$ cat src/rtl/spike_event_encoder.sv
// Address-event encoder: snapshots a spike vector on each timestep strobe and streams one
// {address, timestep} event per set bit, lowest address first, over a valid/ready handshake.
module spike_event_encoder #(
  parameter int unsigned N_NEURONS = 8,
  parameter int unsigned ADDR_W    = 3,
  parameter int unsigned TS_W      = 8
) (
  input  logic                 clk_i,
  input  logic                 rst_ni,
  input  logic                 step_i,
  input  logic [N_NEURONS-1:0] spikes_i,
  output logic                 ev_valid_o,
  input  logic                 ev_ready_i,
  output logic [ADDR_W-1:0]    ev_addr_o,
  output logic [TS_W-1:0]      ev_ts_o,
  output logic                 ev_last_o,
  output logic                 busy_o,
  output logic                 overrun_o
);

  localparam logic [0:0] StIdle = 1'b0;
  localparam logic [0:0] StSend = 1'b1;

  logic [0:0]           state_q, state_d;
  logic [N_NEURONS-1:0] pending_q, pending_d;
  logic [TS_W-1:0]      ts_cnt_q, ts_cnt_d;
  logic [TS_W-1:0]      ev_ts_q, ev_ts_d;
  logic                 overrun_q, overrun_d;

  logic [N_NEURONS-1:0] pending_rest;
  logic [ADDR_W-1:0]    low_idx;
  logic                 one_left;
  logic                 valid;
  logic                 hs;
  logic                 snap_nz;

  // pending & (pending - 1) drops the lowest set bit; zero result means at most one bit was set
  assign pending_rest = pending_q & (pending_q - {{(N_NEURONS-1){1'b0}}, 1'b1});
  assign one_left     = (pending_q != '0) && (pending_rest == '0);

  always_comb begin
    low_idx = '0;
    for (int i = int'(N_NEURONS) - 1; i >= 0; i--) begin
      if (pending_q[i]) low_idx = ADDR_W'(i);
    end
  end

  assign valid   = (state_q == StSend);
  assign hs      = valid & ev_ready_i;
  assign snap_nz = step_i & (|spikes_i);

  always_comb begin
    state_d   = state_q;
    pending_d = pending_q;
    ev_ts_d   = ev_ts_q;
    overrun_d = overrun_q;
    ts_cnt_d  = step_i ? ts_cnt_q + TS_W'(1) : ts_cnt_q;
    case (state_q)
      StIdle: begin
        if (snap_nz) begin
          pending_d = spikes_i;
          ev_ts_d   = ts_cnt_q;
          state_d   = StSend;
        end
      end
      default: begin
        if (hs && one_left) begin
          // Final handshake: a coincident non-empty snapshot chains on with no bubble
          if (snap_nz) begin
            pending_d = spikes_i;
            ev_ts_d   = ts_cnt_q;
          end else begin
            pending_d = '0;
            state_d   = StIdle;
          end
        end else begin
          if (hs) pending_d = pending_rest;
          if (snap_nz) overrun_d = 1'b1;
        end
      end
    endcase
  end

  always_ff @(posedge clk_i or negedge rst_ni) begin
    if (!rst_ni) begin
      state_q   <= StIdle;
      pending_q <= '0;
      ts_cnt_q  <= '0;
      ev_ts_q   <= '0;
      overrun_q <= 1'b0;
    end else begin
      state_q   <= state_d;
      pending_q <= pending_d;
      ts_cnt_q  <= ts_cnt_d;
      ev_ts_q   <= ev_ts_d;
      overrun_q <= overrun_d;
    end
  end

  assign ev_valid_o = valid;
  assign busy_o     = valid;
  assign ev_addr_o  = valid ? low_idx : '0;
  assign ev_last_o  = valid & one_left;
  assign ev_ts_o    = ev_ts_q;
  assign overrun_o  = overrun_q;

endmodule

$ cat config.mk
export PLATFORM = sky130hd
export DESIGN_NAME = spike_event_encoder
export DESIGN_NICKNAME = d
export VERILOG_FILES = /design/src/rtl/spike_event_encoder.sv
export SDC_FILE = /design/constraint.sdc
export NUM_CORES = 1
export LEC_CHECK = 0
export CORE_ASPECT_RATIO = 1.75
export CORE_MARGIN = 1.5
export CORE_UTILIZATION = 40
export DETAILED_ROUTE_END_ITERATION = 8
export PLACE_DENSITY = 0.75
export SYNTH_ARGS = -nofsm -noshare
export SYNTH_HDL_FRONTEND = slang
export SYNTH_SLANG_ARGS = --single-unit
$ cat constraint.sdc
create_clock -name clk_i -period 2.4 [get_ports clk_i]
set_input_delay 0.24 -clock clk_i [delete_from_list [all_inputs] [get_ports clk_i]]
set_output_delay 0.24 -clock clk_i [all_outputs]
set_load 0.02 [all_outputs]
; ---- After elaboration in Yosys (flattened, before gate mapping)
; Index checks and enable logic that the tools add are counted.
[word_totals]
wordCells = 42
reg_bits = 26
mem_bits_ro = 0
output_inout_bits = 15
latch_bits = 0
memories = 0
ramBits = 0
[classes]
n_reduce_logical = 8
n_mul = 0
n_mux = 20
shift = 0
div_mod_pow = 0
n_lt_le_gt_ge = 0
n_eq_ne = 2
n_bitwise = 5
n_addsub = 2
[ops]
columns = operator, count
row1 = 2-to-1 mux 8 bit, 8
row2 = 2-to-1 mux 3 bit, 9
row3 = adder 8 x 1 -> 8 bit (second input constant), 1
row4 = AND 8 bit, 1
row5 = zero test 8 bit, 1
row6 = nonzero test 8 bit, 1
row7 = OR reduction 8 bit, 1
row8 = subtractor 8 x 1 -> 8 bit (second input constant), 1
row9 = AND 1 bit, 3
row10 = 2-to-1 mux 1 bit, 3
row11 = != test 3 x 1 -> 1 bit (second input constant), 1
row12 = AND reduction 3 bit, 1
row13 = logical AND 1 bit, 2
row14 = != test 2 x 1 -> 1 bit (second input constant), 1
row15 = AND reduction 2 bit, 1
row16 = nonzero test 2 bit, 1
row17 = NOT 1 bit, 1

; ---- Logic depth before layout (Yosys ltp)
; Gate-level depths: netlist of the first run.
[depth]
depth_word = 9
depth_mapped = 6
ltp_nobuf = 5

; ---- Least setup slack after synthesis of the first run
; OpenSTA, ideal clock, no wires.
[synth_timing]
path_kind = register to register
from = register pending_q[0]
to = register ev_ts_q[0], in the netlist ev_ts_o[0]
path_buffers = 1
stages_incl_launch_ff = 7
setup_time_ps = 125
period_less_slack_ps = 2399
t_arrival_ps = 2273
required_ps = 2275
slack_ps = 1
cell_sequence = dfrtp_1 > or4_1 > buf_6 > nor4_4 > nor4_4 > a211oi_4 > mux2_4
[synth_between]
elab_chain_len = 6
word_cells_on_any_way = 7
cone_classes = add/sub: 1 / eq/ne: 1 / bitwise: 1 / reduce/logical: 4
[synth_rtl]
columns = element, line
row1 = from (decl), 25  ; logic [N_NEURONS-1:0] pending_q, pending_d;
row2 = from (signal assigned), 93  ; pending_q <= pending_d;
row3 = subtractor 8 x 1 -> 8 bit, 38  ; assign pending_rest = pending_q & (pending_q - {{(N_NEURONS-1){1'b0}}, 1'b1});
row4 = AND 8 bit, 38
row5 = zero test 8 bit, 39  ; assign one_left = (pending_q != '0) && (pending_rest == '0);
row6 = logical AND 1 bit *, 39
row7 = logical AND 1 bit *, 67  ; if (hs && one_left) begin
row8 = != test 2 x 1 -> 1 bit (no line) *, --
row9 = to (signal assigned), 95  ; ev_ts_q <= ev_ts_d;
row10 = to (decl), 27  ; logic [TS_W-1:0] ev_ts_q, ev_ts_d;
; Every way passes the cells marked *; elsewhere a longest branch is shown, timed or not.
; A chain may end at the register's enable or synchronous reset.

; ---- Final worst setup path of the first run
[layout_timing]
from = register pending_q[0]
to = output ev_last_o
[layout_between]
elab_chain_len = 5
word_cells_on_any_way = 6
cone_classes = add/sub: 1 / bitwise: 2 / reduce/logical: 3
[layout_rtl]
columns = element, line
row1 = subtractor 8 x 1 -> 8 bit, 38
row2 = AND 8 bit, 38
row3 = zero test 8 bit, 39
row4 = logical AND 1 bit *, 39
row5 = AND 1 bit *, 103  ; assign ev_last_o = valid & one_left;
row6 = to (decl), 16  ; output logic ev_last_o,
; Marks and branches as above.

==> summary.md, run 1 <==
| Metric | Value |
|---|---|
| Syn nets | 136 |
| Avg WL per Cell | 15.82 um |
| Hold Buf Count CTS | 0 |
| Max_cap viols | 0 |
| Commonest non-fill, non-tap cell in the layout | dfrtp_1 |
| Critical path class | flop to output port |
| Chip Height | 81.65 um |
| First-pass GRT wire length | 5582 um |
| Port Buffers | 26 |
| Synth Area in Compound Gates | 15.40% |
| Io pins | 27 |
| RSZ-0062 raised after global routing | yes |
| Starting Density | 42.04% |
| Vias per cell | 5.670 |
| M2 GR Usage | 35.20% |
| Synth Cell Area | 1414 sq um |
| Final setup vio count | 1 |
| Unique cell type count in the Yosys netlist | 42 |
| Fraction of layout instances using a drive strength above 1 | 26.95% |
| Worst slew pin tran | 0.3806 ns |
| N_diodes | 0 |
| Grt total ovfl | 0 |
| Drt drc | 0 |
| Critical Path RT | 2.16 ns |
| Post-Synth Simple-Gate Area | 18.58% |
| Most frequent cells in the layout | dfrtp_1, clkdlybuf4s50_1, buf_4, nor2_1, mux2_4 |
| HP Class | input pin to async pin |
| Final ANT Viol Nets | 0 |
| Clk buf depth | 2 |
| Synth area leader | dfrtp_1 |
| Hold Slack | 0.3313 ns |
| FMAX | 0.4137 GHz |
| Number of synthesized flops with an enable pin | 0 |
| Rel. slew slack | 74.44% |
| Ranking of synthesized cells by area | dfrtp_1, mux2_4, xnor2_1 |
| Post-CTS Setup Repair Bufs | 0 |
| Die X | 47.94 um |
| Total CTS buffers | 3 |
| CP arrival | 2.18 ns |
| Synth top area share | 46.02% |
| Fin crit period | 2.417 ns |
| Syn_area_per_cell | 11.49 sq um |
| Setup crit start kind | flop |
| Final worst slack | -0.01694 ns |
| Clock Skew | 0.008944 ns |
| Syn Inst Count | 123 |
| Crit end category | output port |
| Largest net degree at the start of global routing | 27 |
| Peak supply drop | 0.9736 mV |
| GPL Wtd Cong | 0.8881 |
| 1st-iter DRT viols | 31 |
| Yosys warnings | 0 |
| Pre-Repair DR Iteration Count | 4 |
| Met1 Usage GRT | 21.11% |
| Initial antenna violation count | 0 |
| Synth Area in Adders | 1.681% |
| Die area | 3914 sq um |
| Vias in the first global route | 1238 |
| Mux cell area share after synthesis | 9.292% |
| Largest family of logic cells by synthesized area | simple AND/OR/NAND/NOR gates |
| Fraction of registers with async set/reset | 100.0% |
| Clk slew on worst S/H paths | 0.09 ns |
| NumNets Final | 181 |
| Total global-route track usage | 19.83% |
| Most used DFF post-synth | dfrtp_1 |
| Failing checks | setup timing |
| P_leak | 0.8607 nW |
| TritonCTS clock tree | yes |
| Power per cell area | 1522 nW/um^2 |
| #FFs+latches synth | 26 |
| Clock Latency Late Sink | 0.27 ns |
| Crit-path max FO | 3 |
| Hpwl dp | 2672 um |
| Final Hold Fails | 0 |
| Syn-to-layout area delta | 37.34% |
| Final period util | 100.7% |
| Cell row count | 28 |
| Drt total wl | 3353 um |
| Vias | 1202 |
| M3 GR Usage | 2.418% |
| Busiest grt layer | met2 |
| XOR/XNOR Fraction of Synth Area | 4.956% |
| Fin. max-slew vios | 0 |
| Core area | 3363 sq um |
| Max H-tree Level | 1 |
| Post-synthesis sequential area ratio | 46.02% |
| Setup Slack @ Placement | -0.2481 ns |
| Status | finished, violations left |
| CTS Root Cell | clkbuf_8 |
| Sinks on Clock Net | 26 |
[what timing repair did]
action / CTS / global route
pin swaps: 3 / 6
endpoints found under the setup margin: 14 / 13
cloned: 0 / 0
resized for setup: 8 / 2
[metal layers]
layer  part of all wire [%]  wire length, um
met2                     56             1871
met1                     36             1214
met4                    3.7              125
met3                    4.2              142
met5                      0                0
[metrics by stage]
stage               cells  setup TNS (ns)  util, %  power, mW  area (sq um)
floorplan             123               0        -      1.882          1414
global placement      208         -0.2129    55.25      2.524          1858
finish                212        -0.01694    57.74      2.956          1942
global route          212         -0.4901    57.74      3.146          1942
CTS                   212        -0.05335    57.55      2.944          1936
detailed placement    208         -0.7152    55.25      2.575          1858
[cells in the mapped netlist, types with 2 or more instances]
cell      number
dfrtp_1       26
mux2_4         8
nor2_1         8
a21oi_1        6
inv_1          6
nand2_1        6
nor3_1         6
xnor2_1        6
a221o_1        4
nand4_1        4
and3_1         3
clkbuf_1       3
or4_1          3
and3_2         2
nand3_1        2
nor4_4         2
o21bai_1       2
xor2_1         2
[logic make-up after synthesis]
group / Yosys count
buffers and inverters: 12
adder cells (fa/ha/maj): 2
XOR/XNOR: 8
AND/OR/NAND/NOR: 40
multiplexers: 9
flip-flops: 26
AO/OA/AOI/OAI: 26
[worst max-delay path: stages (launching register included)]
cell     delay (ns)
dfrtp_1        0.39
or4_4          0.55
o211a_1        0.25
or3_4          0.38
and3_1         0.18
buf_4          0.15
[registers in the layout, indices dropped and copies added, names as in the netlist]
register	flops
overrun_o	1
busy_o	1
ts_cnt_q	8
pending_q	8
ev_ts_o	8
[power breakdown]
part | switching [mW] | leakage (nW) | internal, mW | total, mW
Sequential | 0.154 | 0.323 | 0.610 | 0.765
Combinational | 0.897 | 0.502 | 0.940 | 1.84
Clock | 0.133 | 0.0357 | 0.223 | 0.356
[final timing paths]
kind | slack, ns | depth (start not counted) | endpoint | from
min in group clk_i | 0.49 | 1 | overrun_o | overrun_o
setup / recovery | -0.02 | 5 | ev_last_o | pending_q[0]
hold reg to reg | 0.49 | 1 | overrun_o | overrun_o
hold / removal | 0.33 | 2 | ev_ts_o[4] | rst_ni
setup reg to reg | 0.04 | 8 | ev_ts_o[2] | pending_q[0]
max in group asynchronous | 1.82 | 2 | busy_o | rst_ni
[final cells by class]
class / count / area, sq um
fillers: 314 / 1421
clock buffers: 3 / 41.29
clock inverters: 1 / 30.03
repair buffers: 46 / 422.9
well taps: 45 / 56.30
multi-input cells: 85 / 718.2
flip-flops and latches: 26 / 650.6
inverters: 6 / 22.52
(Power assumes the default switching activity.)
==> inputs of run 2 (changes only) <==
Settings changed: CORE_UTILIZATION 40 to 37, PLACE_DENSITY 0.75 to 0.7.
==> summary.md, run 2 (synthesized netlist as in run 1, its figures left out) <==
| Metric | Value |
|---|---|
| Final setup vio count | 0 |
| GPL Wtd Cong | 0.9209 |
| Fraction of layout instances using a drive strength above 1 | 27.11% |
| Fin area | 1933 sq um |
| Status | finished, final reports clean |
| Crit-path max FO | 8 |
| Largest net degree at the start of global routing | 27 |
| RSZ-0062 raised after global routing | yes |
| Hpwl dp | 2504 um |
| Most frequent cells in the layout | dfrtp_1, clkdlybuf4s50_1, buf_4, nor2_1, mux2_4 |
| Syn-to-layout area delta | 36.73% |
| CP arrival | 2.49 ns |
| Clk slew on worst S/H paths | 0.08 ns |
| Die X | 49.73 um |
| Initial antenna violation count | 0 |
| Peak supply drop | 1.401 mV |
| Fin crit period | 2.335 ns |
| Psw | 1.183 mW |
| Port Buffers | 26 |
| PnR Total Power | 2.918 mW |
| Hold Buf Count CTS | 0 |
| Sinks on Clock Net | 26 |
| Worst setup path endpoint | ev_ts_o[2] |
| Max H-tree Level | 1 |
| Starting Density | 38.97% |
| Critical Path RT | 2.55 ns |
| HP Class | input pin to async pin |
| Chip Height | 84.78 um |
| Clk buf depth | 2 |
| Critical path class | flop to flop |
| First-pass GRT wire length | 5506 um |
| Logic pwr share | 64.8% |
| Core area | 3628 sq um |
| Switching Share | 40.54% |
| Clk pwr share | 9.4% |
| Crit. Startpoint | pending_q[3] |
| Commonest non-fill, non-tap cell in the layout | dfrtp_1 |
| Cell row count | 29 |
| Final Hold Fails | 0 |
| Clock Skew | 0.002750 ns |
| P_int | 1.735 mW |
| FMAX | 0.4283 GHz |
| Grt total ovfl | 0 |
| Die area | 4216 sq um |
| Avg WL per Cell | 15.19 um |
| FF-to-FF path depth | 8 |
| Rel. slew slack | 71.59% |
| Pre-Repair DR Iteration Count | 4 |
| Total CTS buffers | 3 |
| 1st-iter DRT viols | 19 |
| Flop pwr share | 25.8% |
| Power per cell area | 1510 nW/um^2 |
| Drt drc | 0 |
| Clock Latency Late Sink | 0.26 ns |
| Max_cap viols | 0 |
| Vias in the first global route | 1316 |
| N_diodes | 0 |
| Placed cell area | 1844 sq um |
| P_leak | 0.8512 nW |
| Setup crit start kind | flop |
| Worst reg2reg setup slack | 0.07 ns |
| TritonCTS clock tree | yes |
| Final period util | 97.29% |
| NumNets Final | 180 |
| CTS Root Cell | clkbuf_8 |
| Crit end category | flop |
| Worst slew pin tran | 0.4230 ns |
| Total global-route track usage | 16.77% |
| Io pins | 27 |
| Fin. max-slew vios | 0 |
| Vias per cell | 5.542 |
| Setup_tns | 0 ns |
| R2r startpoint | pending_q[3] |
| Drt total wl | 3221 um |
| Vias | 1175 |
| Reg2reg end | ev_ts_o[2] |
| Final ANT Viol Nets | 0 |
run 2: per-stage QoR:
step | hold WS [ns] | worst slack (ns) | instances | util [%]
5_1_grt | 0.3538 | -0.01252 | 212 | 53.28
3_3_place_gp | 0.4638 | -0.2039 | 207 | 50.83
3_5_place_dp | 0.4704 | -0.2137 | 207 | 50.83
4_1_cts | 0.3422 | -0.001042 | 211 | 52.38
2_1_floorplan | -0.05559 | 0.001484 | 123 | -
6_report | 0.3375 | 0.06513 | 212 | 53.28
run 2: worst min-delay path by stage:
stage / from / slack (ns) / cells past startpoint / endpoint
2_1_floorplan: rst_ni / -0.06 / 0 / busy_o
3_3_place_gp: ts_cnt_q[7] / 0.46 / 1 / ts_cnt_q[7]
3_5_place_dp: overrun_o / 0.47 / 1 / overrun_o
4_1_cts: rst_ni / 0.34 / 2 / ts_cnt_q[6]
5_1_grt: rst_ni / 0.35 / 2 / ev_ts_o[3]
6_report: rst_ni / 0.34 / 2 / ts_cnt_q[6]
run 2: cell type report:
type / instances / area, sq um
fillers: 322 / 1695
inverters: 6 / 22.52
clock buffers: 4 / 55.05
flip-flops and latches: 26 / 650.6
multi-input cells: 85 / 728.2
well taps: 46 / 57.56
repair buffers: 45 / 419.2
run 2: worst max-delay path, stage by stage (launching register included):
cell and delay [ns]:
dfrtp_1 0.39, or4_4 0.55, buf_6 0.15, nor4_4 0.23, buf_4 0.17, nor4_4 0.05, a211oi_4 0.21, buf_12 0.17
mux2_4 0.30
run 2: timing repair:
| item | 4_1_cts | 5_1_grt |
|---|---|---|
| endpoints found under the setup margin | 10 | 14 |
| pin swaps | 1 | 4 |
| buffers inserted | 0 | 1 |
| gates resized for setup | 7 | 6 |
run 2: layer usage:
metal	wire length [um]	track usage, %	vias to the layer above
met2	1742	31.03	52
met5	0	0	-
li1	-	-	545
met4	144	12.12	0
met3	127	1.779	14
met1	1207	16.55	564
run 2: power groups by stage:
stage,Sequential (mW),Clock [mW],Combinational [mW]
after floorplan,0.841,0,1.04
after global placement,0.759,0,1.75
after CTS,0.757,0.286,1.78
after detailed placement,0.763,0,1.77
final,0.754,0.274,1.89
after global routing,0.782,0.305,2.03
